File: config.mk
export PLATFORM = sky130hd
export DESIGN_NAME = data_mem_ctrl
export DESIGN_NICKNAME = d
export VERILOG_FILES = /design/src/rtl/data_mem_ctrl.sv
export SDC_FILE = /design/constraint.sdc
export NUM_CORES = 1
export LEC_CHECK = 0
export CORE_ASPECT_RATIO = 1.25
export CORE_MARGIN = 1.5
export CORE_UTILIZATION = 40
export DETAILED_ROUTE_END_ITERATION = 6
export PLACE_DENSITY = 0.85
export SYNTH_ARGS = -nofsm -noshare
export SYNTH_HDL_FRONTEND = slang
export SYNTH_SLANG_ARGS = --single-unit
File: constraint.sdc
create_clock -name clk -period 3.1 [get_ports clk]
set_input_delay 0.62 -clock clk [delete_from_list [all_inputs] [get_ports clk]]
set_output_delay 0.62 -clock clk [all_outputs]
set_load 0.02 [all_outputs]
File: src/rtl/data_mem_ctrl.sv
// Data-memory controller: latches one core load/store and turns it into a single
// byte-laned SRAM word access with a fixed number of wait states.
module data_mem_ctrl #(
  parameter int unsigned ADDR_W      = 10,
  parameter logic [31:0] BASE_ADDR   = 32'h0000_0000,
  parameter int unsigned WAIT_STATES = 1
) (
  input  logic              clk,
  input  logic              rst_n,
  input  logic [31:0]       i_addr,
  input  logic [31:0]       i_wr_data,
  input  logic [3:0]        i_byte_en,
  input  logic              i_rd_en,
  input  logic              i_wr_en,
  output logic              o_ready,
  output logic [31:0]       o_rd_data,
  output logic              o_err,
  output logic              o_mem_cs,
  output logic              o_mem_we,
  output logic [3:0]        o_mem_be,
  output logic [ADDR_W-1:0] o_mem_addr,
  output logic [31:0]       o_mem_wdata,
  input  logic [31:0]       i_mem_rdata
);

  typedef enum logic [1:0] {
    S_IDLE,
    S_ACCESS,
    S_WAIT,
    S_DONE
  } state_t;

  state_t              r_state;
  logic [3:0]          r_cnt;
  logic                r_is_load;
  logic [31:0]         r_rd_data;
  logic                r_err;
  logic                r_mem_cs;
  logic                r_mem_we;
  logic [3:0]          r_mem_be;
  logic [ADDR_W-1:0]   r_mem_addr;
  logic [31:0]         r_mem_wdata;

  logic                w_req;
  logic [31:0]         w_off;
  logic [31:0]         w_word;
  logic [32:0]         w_lim;
  logic                w_be_ok;
  logic                w_range_ok;
  logic                w_legal;
  logic [31:0]         w_lane_mask;

  assign w_req  = i_rd_en | i_wr_en;
  assign w_off  = i_addr - BASE_ADDR;
  assign w_word = w_off >> 2;
  assign w_lim  = 33'd1 << ADDR_W;

  always_comb begin
    w_be_ok = 1'b0;
    case (i_byte_en)
      4'b0001, 4'b0010, 4'b0100, 4'b1000,
      4'b0011, 4'b1100, 4'b1111: w_be_ok = 1'b1;
      default:                   w_be_ok = 1'b0;
    endcase
  end

  assign w_range_ok = (i_addr >= BASE_ADDR) && ({1'b0, w_word} < w_lim);
  assign w_legal    = w_be_ok && w_range_ok && !(i_rd_en && i_wr_en);

  assign w_lane_mask = {{8{r_mem_be[3]}}, {8{r_mem_be[2]}},
                        {8{r_mem_be[1]}}, {8{r_mem_be[0]}}};

  assign o_ready     = ((r_state == S_IDLE) && !w_req) || (r_state == S_DONE);
  assign o_rd_data   = r_rd_data;
  assign o_err       = r_err;
  assign o_mem_cs    = r_mem_cs;
  assign o_mem_we    = r_mem_we;
  assign o_mem_be    = r_mem_be;
  assign o_mem_addr  = r_mem_addr;
  assign o_mem_wdata = r_mem_wdata;

  // SRAM controls are registered so they are asserted for exactly the ACCESS
  // cycle; read data is captured on the last WAIT edge.
  always_ff @(posedge clk or negedge rst_n) begin
    if (!rst_n) begin
      r_state     <= S_IDLE;
      r_cnt       <= '0;
      r_is_load   <= 1'b0;
      r_rd_data   <= '0;
      r_err       <= 1'b0;
      r_mem_cs    <= 1'b0;
      r_mem_we    <= 1'b0;
      r_mem_be    <= '0;
      r_mem_addr  <= '0;
      r_mem_wdata <= '0;
    end else begin
      case (r_state)
        S_IDLE: begin
          if (w_req) begin
            r_is_load <= i_rd_en;
            r_err     <= !w_legal;
            if (w_legal) begin
              r_state     <= S_ACCESS;
              r_mem_cs    <= 1'b1;
              r_mem_we    <= i_wr_en;
              r_mem_be    <= i_byte_en;
              r_mem_addr  <= w_word[ADDR_W-1:0];
              r_mem_wdata <= i_wr_data;
            end else begin
              r_state <= S_DONE;
              if (i_rd_en) r_rd_data <= '0;
            end
          end
        end
        S_ACCESS: begin
          r_mem_cs <= 1'b0;
          r_mem_we <= 1'b0;
          r_cnt    <= 4'(WAIT_STATES - 1);
          r_state  <= S_WAIT;
        end
        S_WAIT: begin
          if (r_cnt == '0) begin
            r_state <= S_DONE;
            if (r_is_load) r_rd_data <= i_mem_rdata & w_lane_mask;
          end else begin
            r_cnt <= r_cnt - 4'd1;
          end
        end
        S_DONE: begin
          r_state <= S_IDLE;
        end
        default: r_state <= S_IDLE;
      endcase
    end
  end

endmodule
# ---- Yosys cells after proc, flatten, opt, wreduce, memory -nomap -nowiden
# Index checks and enable logic that the tools add are counted.
# Widths: inputs -> output; s select.
dict set report word_totals {
  input_bits 104
  regBits 88
  wordCells 72
}
dict set report classes {
  mux 19
  reduce_logical 21
  n_lt_le_gt_ge 2
  eq_ne 17
  bitwise_logic 2
  add_sub_neg 1
}
# op n
set op_table {}
lappend op_table {{$mux 32} 5}
lappend op_table {{$pmux 32 s2} 1}
lappend op_table {{$and 32x32->32} 1}
lappend op_table {{$ge 32x1->1 const B} 1}
lappend op_table {{$lt 30x11->1 const B} 1}
lappend op_table {{$ne 2x2->1 const B} 7}
lappend op_table {{$eq 4x4->1 const B} 3}
lappend op_table {{$eq 4x2->1 const B} 2}
lappend op_table {{$pmux 2 s4} 1}
lappend op_table {{$pmux 4 s2} 1}
lappend op_table {{$reduce_or 7->1} 1}
lappend op_table {{$mux 2} 3}
lappend op_table {{$reduce_and 2->1} 3}
lappend op_table {{$reduce_and 3->1} 2}
lappend op_table {{$reduce_and 6->1} 1}
lappend op_table {{$reduce_bool 2->1} 3}
lappend op_table {{$logic_and 1x1->1} 5}
lappend op_table {{$mux 1} 5}
lappend op_table {{$eq 2x2->1 const B} 2}
lappend op_table {{$eq 4x1->1 const B} 1}
lappend op_table {{$eq 4x3->1 const B} 1}
lappend op_table {{$logic_not 4->1} 1}
lappend op_table {{$mux 4} 1}
lappend op_table {{$pmux 1 s2} 2}
lappend op_table {{6 further kinds} 8}

# ---- Longest topological paths before layout
dict set report depth {
  depth_word 8
  ltp_mapped 10
  mapped_depth_nobuf 7
}

# ---- Least setup slack after synthesis
# No wires, ideal clock.
dict set report synth_timing {
  path_kind {input to register}
  start {input i_addr[31]}
  end {register r_mem_addr[0], in the netlist o_mem_addr[0]}
  path_slack_ps 885
  setup_time_ps 125
  t_required_ps 2975
  cell_stages 6
  t_arrival_ps 2090
  path_buffers 2
  path_cell_list {nor4_1 nand2_1 or4_1 buf_2 buf_6 mux2_4}
}
dict set report synth_via {
  elab_chain_cells 5
  word_cells_on_any_way 6
}
# element line
set synth_rtl {}
lappend synth_rtl {{from (decl)} 10} ;# input logic [31:0] i_addr,
lappend synth_rtl {{$ge 32x1->1 / $lt 30x11->1 (equally long branches)} 67} ;# assign w_range_ok = (i_addr >= BASE_ADDR) && ({1'b0, w_word} < w_lim);
lappend synth_rtl {{$logic_and 1x1->1 (*)} 67}
lappend synth_rtl {{$logic_and 1x1->1 (*) (2 in series)} 68} ;# assign w_legal = w_be_ok && w_range_ok && !(i_rd_en && i_wr_en);
lappend synth_rtl {{$reduce_and 3->1 (no line) (*)} -}
lappend synth_rtl {{to (signal assigned)} 107} ;# r_mem_addr <= w_word[ADDR_W-1:0];
lappend synth_rtl {{to (decl)} 41} ;# logic [ADDR_W-1:0] r_mem_addr;
# Mark *: on every way between the ends. The rest lies on a longest branch, timed or not.
# A chain may end at the register's enable or synchronous reset.

# ---- Worst setup path after layout
dict set report layout_timing {
  start {register r_state[0]}
  end {output o_ready}
}
dict set report layout_via {
  elab_chain_cells 3
  word_cells_on_any_way 4
}
# element line
set layout_rtl {}
lappend layout_rtl {{from (decl)} 33} ;# state_t r_state;
lappend layout_rtl {{from (signal assigned)} 86} ;# r_state <= S_IDLE;
lappend layout_rtl {{from (signal assigned)} 103} ;# r_state <= S_ACCESS;
lappend layout_rtl {{from (signal assigned)} 110} ;# r_state <= S_DONE;
lappend layout_rtl {{$logic_not 2->1} 73} ;# assign o_ready = ((r_state == S_IDLE) && !w_req) || (r_state == S_DONE);
lappend layout_rtl {{$logic_and 1x1->1} 73}
lappend layout_rtl {{$logic_or 1x1->1 (*)} 73}
lappend layout_rtl {{to (decl)} 15} ;# output logic o_ready,
# Marked as above.

==> out/results.tsv <==
metric	value	unit
grt_pass1_vias	3220	
setup_viol	0	
slew_headroom	26.7	%
rsz0062_at_grt	no	
arrival	2240	ps
cts-hold-fix-buffers	0	
yosys-top-cells-count	dfrtp_1 (88), mux2_4 (54), o21ai_0 (48), nand3_1 (24), and3_1 (11)	
cp_top_family	buffers and inverters	
crit_fanout	7	
ys_async_sr_fraction	100	%
reg2reg_depth	6	
syn_nets	417	
drc	0	
vdd.ir_drop.worst	0.422	mV
htree_levels	3	
avgSynthCellArea	13.0	um^2
grt_max_degree	89	
vias_per_cell	5.17	
cts_made_buffers	9	
die_y	115	um
cts_sinks	88	
netlist.top_cell.by_area	dfrtp_1	
regArea	2200	um^2
wl_per_cell	17.1	um
hp-class	primary input to asynchronous set/reset pin	
num_rows	40	
finalSetupTns	0	ps
overflow	0	
vias	3179	
maxCapViolCount	0	
clk_pin_slew	60	ps
antenna_found_initial	0	
timing.hold.ws	474	ps
io_buffers	183	
antenna_cells	0	
cts_root_buf	clkbuf_16	
synthFlopType	dfrtp_1	
synth_edf_count	0	
period_minus_slack	2860	ps
fin_skew	6.16	ps
synth-seq-cells	88	
slew_violations	0	
clockBufferDepth	2	
power_density	465	nW/um^2
yosysMostFrequentCell	dfrtp_1	
fmax	350	MHz
synth_top_area_share	55.0	%
multiInputGateArea	1640	um^2
tightest_slew	1100	ps
crit_top_cell	inv_1	
p_leak	0.00288	uW
yosysUniqueCellTypes	35	
slowest_stage	clkdlybuf4s50_1	
synth_warnings	0	
place_congestion	0.780	
dieArea	10600	um^2
dp_cells	600	
io_pins	186	
crit_chain	inv_1, ha_1, inv_1, nor3_2, or2_2, clkdlybuf4s50_1	
critPathKind	register to output pin	
cp_num_buf_inv	3	
grt_usage	20.1	%
final_nets	595	
hold_viol_final	0	
drt-pass1-iter-count	4	
synthTopCellsByArea	dfrtp_1 (55%), mux2_4 (20%), o21ai_0 (6.0%)	
grt_pass1_wl	16.4	mm
critPathLaunchType	register	
fin_cells	615	
regToRegEndpoint	o_mem_addr[3]	
timing.reg2reg.setup_slack	630	ps
end_kind	output pin	
post_cts_buffers	0	
ys_seq_area_share	55.0	%
cts_resized	0	
ant_nets	0	
start_util	41.4	%
cts_tree	built	
die_w	92.5	um
drtIter0Drc	116	
r2r_start	r_state[0]	
n_fill_cell	724	
outcome	finished clean	
final_layout_size_suffix_gt1_share	17.2	%
core	9660	um^2
wl	10.5	mm
cp.depth	6	
finalCritPeriodShare	92.3	%
syn2layout_area_growth	55.1	%
clock_latency	330	ps
syn_inst	307	
cpPeakStageDelay	600	ps
synth_area	4000	um^2
hpwl	7.69	mm
required	2480	ps
==> where the power goes <==
group	internal [uW]	switching, uW	leakage (uW)	total [uW]
sequential	1170	16.4	0.00122	1190
combinational	303	401	0.00154	704
clock	583	412	0.000128	995
total	2060	830	0.00288	2890
==> worst max-delay path by stage <==
stage / from / end / slack, ps
6_report: r_state[0] / o_ready / 240
5_1_grt: r_state[1] / o_ready / 120
4_1_cts: r_state[0] / o_ready / 90
3_5_place_dp: i_addr[26] / o_mem_wdata[30] / 100
3_3_place_gp: i_addr[26] / o_mem_addr[5] / 140
2_1_floorplan: i_addr[31] / o_mem_addr[0] / 880
==> flip-flops by register name, indices dropped and copies added (netlist names), 2 cells and up <==
name / cells
o_mem_addr: 10
o_mem_be: 4
o_mem_wdata: 32
o_rd_data: 32
r_cnt: 4
r_state: 2
==> through the flow <==
stage                     setup WS [ps]  area [um^2]  util, %  total power [uW]
final                               240         6210     64.3              2890
after global routing                117         6210     64.3              3030
after CTS                          92.3         6200     64.2              2920
after detailed placement           99.3         5930     61.4              1910
after global placement              138         5930     61.4              1890
after floorplan                     885         4000        -              1630
==> layout by cell type, fill, tap and decap left out, drive strengths merged, types with 2 or more instances in the layout <==
master           n
nand3           25
nor4             6
o21ai           49
nor3             4
ha               6
a22o             2
dfrtp           88
and3            11
clkinvlp         2
clkdlybuf4s50  182
a21oi            3
mux2            57
nand2            6
buf              7
mux2i            2
clkbuf          13
nor2             2
nand2b           4
or4              2
or2              2
inv              8
==> metal layers <==
layer | part of all wire [%] | global-route usage [%]
met1 | 38 | 23.1
met2 | 54 | 35.5
met3 | 5.2 | 3.90
met4 | 2.8 | 9.95
met5 | 0 | 0
==> area by class of cell <==
cell class                 instances  share of cell area (%)
tap                              126                    2.54
clock inverter                     2                   0.242
multi-input combinational        189                    26.5
timing repair buffer             189                    30.6
sequential                        88                    35.5
inverter                           8                   0.484
clock buffer                      13                    4.19
==> cell families after synthesis <==
kind of cell	count (synthesis)	synth area share (%)
compound gates	59	7.88
xor+xnor	1	0.219
fa+ha+maj	6	1.88
buf+inv	30	4.22
flops	88	55.0
mux	59	21.6
simple gates	64	9.16
No activity file was read; power rests on OpenSTA's default activity.
